[src/rtl/register_file.sv]
// -----------------------------------------------------------------------------
// register_file
//
// Integer register file for the 64-bit RISC-V core. It has two combinational
// read ports and one write port. Each register also has a pending-write
// scoreboard. Decode reads its operands here and reserves its destination at
// issue. Writeback commits results and releases those reservations.
//
// Parameters
//   DATA_W  register width (default 64)
//   PEND_W  width of each pending counter; up to 2**PEND_W-1 outstanding
//           writes per register
//
// Ports
//   clk              clock, rising edge
//   resetn           asynchronous active-low reset
//   rs1/rs2_addr_i   source indices; reads are combinational
//   rs1/rs2_used_i   the decoding instruction consumes that source
//   rs1/rs2_data_o   source values (x0 always reads 0)
//   hazard_o         a used source has an outstanding write; stall decode
//   issue_valid_i    an instruction with a destination issues this cycle
//   issue_rd_addr_i  destination index of the issuing instruction
//   issue_ready_o    destination counter not saturated (issue accepted when
//                    issue_valid_i && issue_ready_o)
//   rf_wr_en_i       writeback commit strobe
//   rf_wr_addr_i     writeback destination index
//   rf_wr_data_i     writeback data
//
// Configuration macro
//   RF_BYPASS_EN  when defined, a same-cycle writeback is forwarded to the read
//                 ports. The hazard term of that source is dropped when this
//                 write is its last outstanding one.
// -----------------------------------------------------------------------------
module register_file #(
   parameter int DATA_W = 64,
   parameter int PEND_W = 2
) (
   input  logic              clk,
   input  logic              resetn,
   input  logic [4:0]        rs1_addr_i,
   input  logic [4:0]        rs2_addr_i,
   input  logic              rs1_used_i,
   input  logic              rs2_used_i,
   output logic [DATA_W-1:0] rs1_data_o,
   output logic [DATA_W-1:0] rs2_data_o,
   output logic              hazard_o,
   input  logic              issue_valid_i,
   input  logic [4:0]        issue_rd_addr_i,
   output logic              issue_ready_o,
   input  logic              rf_wr_en_i,
   input  logic [4:0]        rf_wr_addr_i,
   input  logic [DATA_W-1:0] rf_wr_data_i
);

   localparam logic [PEND_W-1:0] PEND_MAX = '1;
   localparam logic [PEND_W-1:0] PEND_ONE = PEND_W'(1);

   // Entry 0 of both arrays is cleared at reset and never written again, so
   // x0 reads 0 and never looks pending.
   logic [DATA_W-1:0] r_regs [32];
   logic [PEND_W-1:0] r_pend [32];

   logic              w_issue_acc;
   logic [31:0]       w_inc;
   logic [31:0]       w_dec;
   logic [PEND_W-1:0] w_rs1_pend;
   logic [PEND_W-1:0] w_rs2_pend;
   logic              w_rs1_byp;
   logic              w_rs2_byp;
   logic              w_rs1_haz;
   logic              w_rs2_haz;

   // ---------------------------------------------------------------------------
   // Issue acceptance. The check uses only the registered count. A release of
   // the same register in this cycle does not raise ready until the next cycle.
   // ---------------------------------------------------------------------------
   assign issue_ready_o = !((issue_rd_addr_i != 5'd0) &&
                            (r_pend[issue_rd_addr_i] == PEND_MAX));
   assign w_issue_acc   = issue_valid_i && issue_ready_o;

   // One-hot increment and decrement requests per register.
   // NOTE: give every always_comb output a default first, so that no path can
   // leave an output unassigned and infer a latch.
   always_comb begin
      w_inc = '0;
      w_dec = '0;
      if (w_issue_acc && (issue_rd_addr_i != 5'd0)) begin
         w_inc[issue_rd_addr_i] = 1'b1;
      end
      if (rf_wr_en_i && (rf_wr_addr_i != 5'd0)) begin
         w_dec[rf_wr_addr_i] = 1'b1;
      end
   end

   // ---------------------------------------------------------------------------
   // Register storage
   // ---------------------------------------------------------------------------
   // NOTE: this array is reset on purpose, because architectural state must
   // read 0 after reset. That costs a flop-based array rather than an SRAM
   // macro, which is acceptable for 31 entries.
   // NOTE: sequential state takes non-blocking assignments only, so every
   // flop samples the values from before the edge.
   always_ff @(posedge clk or negedge resetn) begin
      if (!resetn) begin
         for (int i = 0; i < 32; i++) begin
            r_regs[i] <= '0;
         end
      end else if (rf_wr_en_i && (rf_wr_addr_i != 5'd0)) begin
         r_regs[rf_wr_addr_i] <= rf_wr_data_i;
      end
   end

   // ---------------------------------------------------------------------------
   // Pending-write counters. An issue and a release in the same cycle cancel
   // out. A release on an idle counter is a protocol error: it is ignored, so
   // the count cannot underflow.
   // ---------------------------------------------------------------------------
   always_ff @(posedge clk or negedge resetn) begin
      if (!resetn) begin
         for (int i = 0; i < 32; i++) begin
            r_pend[i] <= '0;
         end
      end else begin
         for (int i = 1; i < 32; i++) begin
            if (w_inc[i] && !w_dec[i]) begin
               r_pend[i] <= r_pend[i] + PEND_ONE;
            end else if (w_dec[i] && !w_inc[i] && (r_pend[i] != '0)) begin
               r_pend[i] <= r_pend[i] - PEND_ONE;
            end
         end
      end
   end

   // ---------------------------------------------------------------------------
   // Read ports and hazard detection
   // ---------------------------------------------------------------------------
   assign w_rs1_pend = r_pend[rs1_addr_i];
   assign w_rs2_pend = r_pend[rs2_addr_i];

`ifdef RF_BYPASS_EN
   assign w_rs1_byp = rf_wr_en_i && (rf_wr_addr_i == rs1_addr_i) && (rs1_addr_i != 5'd0);
   assign w_rs2_byp = rf_wr_en_i && (rf_wr_addr_i == rs2_addr_i) && (rs2_addr_i != 5'd0);
`else
   assign w_rs1_byp = 1'b0;
   assign w_rs2_byp = 1'b0;
`endif

   assign rs1_data_o = w_rs1_byp             ? rf_wr_data_i :
                       (rs1_addr_i == 5'd0)  ? '0 : r_regs[rs1_addr_i];
   assign rs2_data_o = w_rs2_byp             ? rf_wr_data_i :
                       (rs2_addr_i == 5'd0)  ? '0 : r_regs[rs2_addr_i];

   // A forwarded write that is the only outstanding one clears that hazard.
   assign w_rs1_haz = rs1_used_i && (rs1_addr_i != 5'd0) && (w_rs1_pend != '0) &&
                      !(w_rs1_byp && (w_rs1_pend == PEND_ONE));
   assign w_rs2_haz = rs2_used_i && (rs2_addr_i != 5'd0) && (w_rs2_pend != '0) &&
                      !(w_rs2_byp && (w_rs2_pend == PEND_ONE));

   assign hazard_o = w_rs1_haz || w_rs2_haz;

endmodule
[config.mk]
export PLATFORM = sky130hd
export DESIGN_NAME = register_file
export DESIGN_NICKNAME = d
export VERILOG_FILES = /design/src/rtl/register_file.sv
export SDC_FILE = /design/constraint.sdc
export NUM_CORES = 2
export LEC_CHECK = 0
export ABC_AREA = 1
export CAP_MARGIN = 40
export CORE_UTILIZATION = 45
export DETAILED_ROUTE_END_ITERATION = 7
export MAX_ROUTING_LAYER = met4
export PLACE_DENSITY = 0.67
export SYNTH_ARGS = -nofsm -noshare
export SYNTH_HDL_FRONTEND = slang
export SYNTH_SLANG_ARGS = --single-unit
[constraint.sdc]
create_clock -name clk -period 4.4 [get_ports clk]
set_input_delay 0.44 -clock clk [delete_from_list [all_inputs] [get_ports clk]]
set_output_delay 0.44 -clock clk [all_outputs]
set_load 0.05 [all_outputs]
==> key figures <==
Die
  – Rows: 178
  – I/O pins: 220
  – Initial core utilization: 0.4524
  – CORE AREA: 0.2350 sq mm
  – Die Y: 488.0 microns
  – Die width: 488.0 microns
  – Die area: 0.2381 sq mm

Run
  – MaxCap Viol Count: 0

Drt
  – Drt drc: 0
  – Routed WL: 449,300 microns
  – Initial drt markers: 18,960
  – Pre-Repair DR Iteration Count: 8
  – Post-DRT Antenna Nets: 0
  – Post-detailed-route via-to-cell ratio: 6.716
  – Via count: 108,800
  – Post-DR wirelength/cell: 27.74 microns

Yosys
  – Cell taking the most area after synthesis: dfrtp_1
  – Area share of the largest cell type after synthesis: 0.4968
  – Largest family of logic cells by synthesized area: compound AO/OA/AOI/OAI gates
  – Syn avg cell area: 7.959 sq um
  – FF+latch count, synth: 2,110
  – Yosys cell types: 35
  – Synth Area in Simple Gates: 0.1607
  – Post-Syn Area: 0.1063 sq mm
  – Most frequent cell after synthesis: nand2_1
  – Mapped Nets: 13,440
  – Synth Area in XOR/XNOR: 0
  – Post-synthesis mux area share: 0
  – Synth Area in Compound Gates: 0.2682
  – Fraction of registers with async set/reset: 1.000
  – Post-synth top cells: nand2_1, o21ai_0, dfrtp_1
  – Top post-synthesis cells by area: dfrtp_1, o21ai_0, nand2_1, o221ai_1, clkbuf_1
  – Yosys warning count: 2
  – Post-synth EDFFs: 0
  – Instance count of the mapped netlist: 13,350
  – Synth Flop Type: dfrtp_1
  – Post-Synth Adder-Cell Area: 0
  – Sequential share of the synthesized area: 0.4968

Outcome
  – Failing checks: negative setup slack
  – Status: finished with violations

Critical path
  – WP data required: 3.96 ns
  – Critical Path Max Stage Delay: 0.73 ns
  – CP arrival: 3.96 ns
  – Cell mode on critical path: buf_12
  – Maximum fanout along the worst path: 42
  – Crit Path Category: primary input to output port
  – CP Capture Type: output port
  – Critical-path cell list: clkdlybuf4s50_1 -> nor2_1 -> inv_8 -> buf_12 -> buf_12 -> o21ai_0 -> o22ai_1 -> nand2_1 -> nand3_1 -> nand2_1 -> a31oi_1 -> buf_4 -> buf_12
  – Critical Path Start Type: primary input
  – Slowest stage cell, crit path: clkdlybuf4s50_1

GRT
  – Initial antenna violation count: 22
  – Pin count of the biggest net entering global routing: 153
  – First-pass GRT wire length: 667,100 microns
  – GRT Util Overall: 0.3810
  – Total grt overflow: 0
  – Vias in the first global route: 103,300

Timing
  – Worst-Margin Slew: 1.022 ns
  – Worst clock skew: 0.03143 ns
  – Minimum clock period: 4.403 ns
  – Final TNS setup: -0.002817 ns
  – Hold slack: 0.1859 ns
  – Final setup margin: -0.002817 ns
  – Fin. max-slew vios: 0
  – F_max: 227.1 MHz
  – Setup violators final: 1
  – Period utilization: 1.001
  – Relative slew slack: 0.3183
  – RSZ-0062 raised after global routing: no
  – Count of final hold-check violations: 0

Place
  – IO Port Bufs: 219
  – GP Congestion: 0.9298
  – DP Worst Slack: 0.1453 ns
  – DP HPWL: 257,100 microns

Pwr
  – P_leak: 53.02 nW
  – Maximum vdd drop: 0.3622 mV
  – Final Total Pwr: 57.27 mW
  – PD cells: 474.5 mW/mm^2

Final layout
  – Syn-to-layout area delta: 13.56%
  – Filler Cells Inserted: 21,610
  – Share of the core filled with cells: 0.5137
  – Nets@finish: 12,940
  – Layout cells sized above 1: 0.07770

Clock network
  – TritonCTS clock tree: yes
  – H-tree depth: 4
  – Clock root buffer master: clkbuf_16
  – Sink Count: 2,110
  – CTS clk-pin slew, worst paths: 0.06 ns
  – Total CTS buffers: 216
  – Clock buffer depth: 3
  – Setup Fix Bufs, Post-CTS: 0
  – Clk_lat worst skew: 0.89 ns

Hold path
  – Worst hold path class: primary input to async pin
## repair_timing
item	CTS	global route
hold buffers	1	0
setup endpoints to repair	0	2
hold endpoints to repair	202	0
resized for setup	0	2
## placed cells by master (no fill, tap or decap), types with 4 or more instances in the layout
cell type        Yosys  routed
clkinvlp_4           0       8
nand2_4              1       5
buf_12               0     199
bufinv_16            0      25
or2_2               13      13
clkinv_2             0      41
o221ai_1          1025    1025
nor2_4               0       9
nor3_1              24      24
a31oi_1            128     126
clkbuf_8             0      51
nand3_1            231     231
o211ai_1             6       6
nand4_1             29      29
o21ai_0           3038    3038
diode_2              0      21
dfrtp_1           2110    2110
o22ai_1            519     519
nor2_2              12      12
inv_8                0       7
a22oi_1              7       7
buf_16               0      16
nor3_2               4       4
clkbuf_16            0     217
nand2_1           3971    3967
nor2_1             112     103
buf_4                2     352
inv_1              697     668
clkbuf_1          1291      44
a21oi_1             25      25
inv_6                0      32
clkdlybuf4s50_1      0      82
## flip-flops by register name, summed over array words and instances (netlist names)
register,count
r_regs,2048
r_pend,62
## path summary, 6_finish.rpt
check	start	cells past startpoint	slack, ns	to
setup / recovery	rs2_addr_i[1]	13	-0.003	rs2_data_o[36]
hold / removal	resetn	2	0.19	r_regs[336]
setup reg to reg	r_pend[14]	14	1.74	r_pend[4]
hold reg to reg	r_regs[1994]	0	0.39	r_regs[1994]
max in group asynchronous	resetn	4	2.72	r_regs[1711]
min in group clk	rf_wr_data_i[54]	4	0.34	r_regs[1718]
## where the power goes
group / internal (mW) / switching [mW]
logic: 4.22 / 7.61
clock network: 11.3 / 8.25
registers: 23.2 / 2.64
## cells by family (layout without fill, tap and decap cells)
group | count (synthesis) | after routing
AO/OA/AOI/OAI | 4754 | 4754
AND/OR/NAND/NOR | 4405 | 4405
flip-flops | 2110 | 2110
buffers and inverters | 2085 | 1756
other | 0 | 21
## cell type report
class | count | area [sq um] | area share
diodes | 21 | 52.55 | 0.0004354
clock buffers | 310 | 6270 | 0.05194
clock inverters | 87 | 1159 | 0.009599
inverters | 704 | 2818 | 0.02334
multi-input cells | 9159 | 45700 | 0.3786
flip-flops and latches | 2110 | 52800 | 0.4374
well taps | 3150 | 3941 | 0.03265
repair buffers | 655 | 7963 | 0.06597
## critical path: cells and delay by family
family          cells  cell delay (ns)
compound gates      3             0.84
simple gates        4             0.53
buf+inv             6             1.99
## through the flow
stage / area (sq um) / instances
3_5_place_dp: 113200 / 15780
6_report: 120700 / 16200
2_1_floorplan: 106300 / 13350
5_1_grt: 120700 / 16190
4_1_cts: 120600 / 16170
3_3_place_gp: 112800 / 15760
## layer usage
| metal | up-vias | wire length [microns] | share of wire | track usage |
|---|---|---|---|---|
| met5 | - | 0 | 0 | - |
| li1 | 45240 | - | - | - |
| met3 | 2002 | 67150 | 0.15 | 0.1109 |
| met1 | 52220 | 165200 | 0.37 | 0.4885 |
| met4 | 0 | 29030 | 0.065 | 0.2185 |
| met2 | 9312 | 187900 | 0.42 | 0.5342 |
Power figures use the tool's default switching activity.
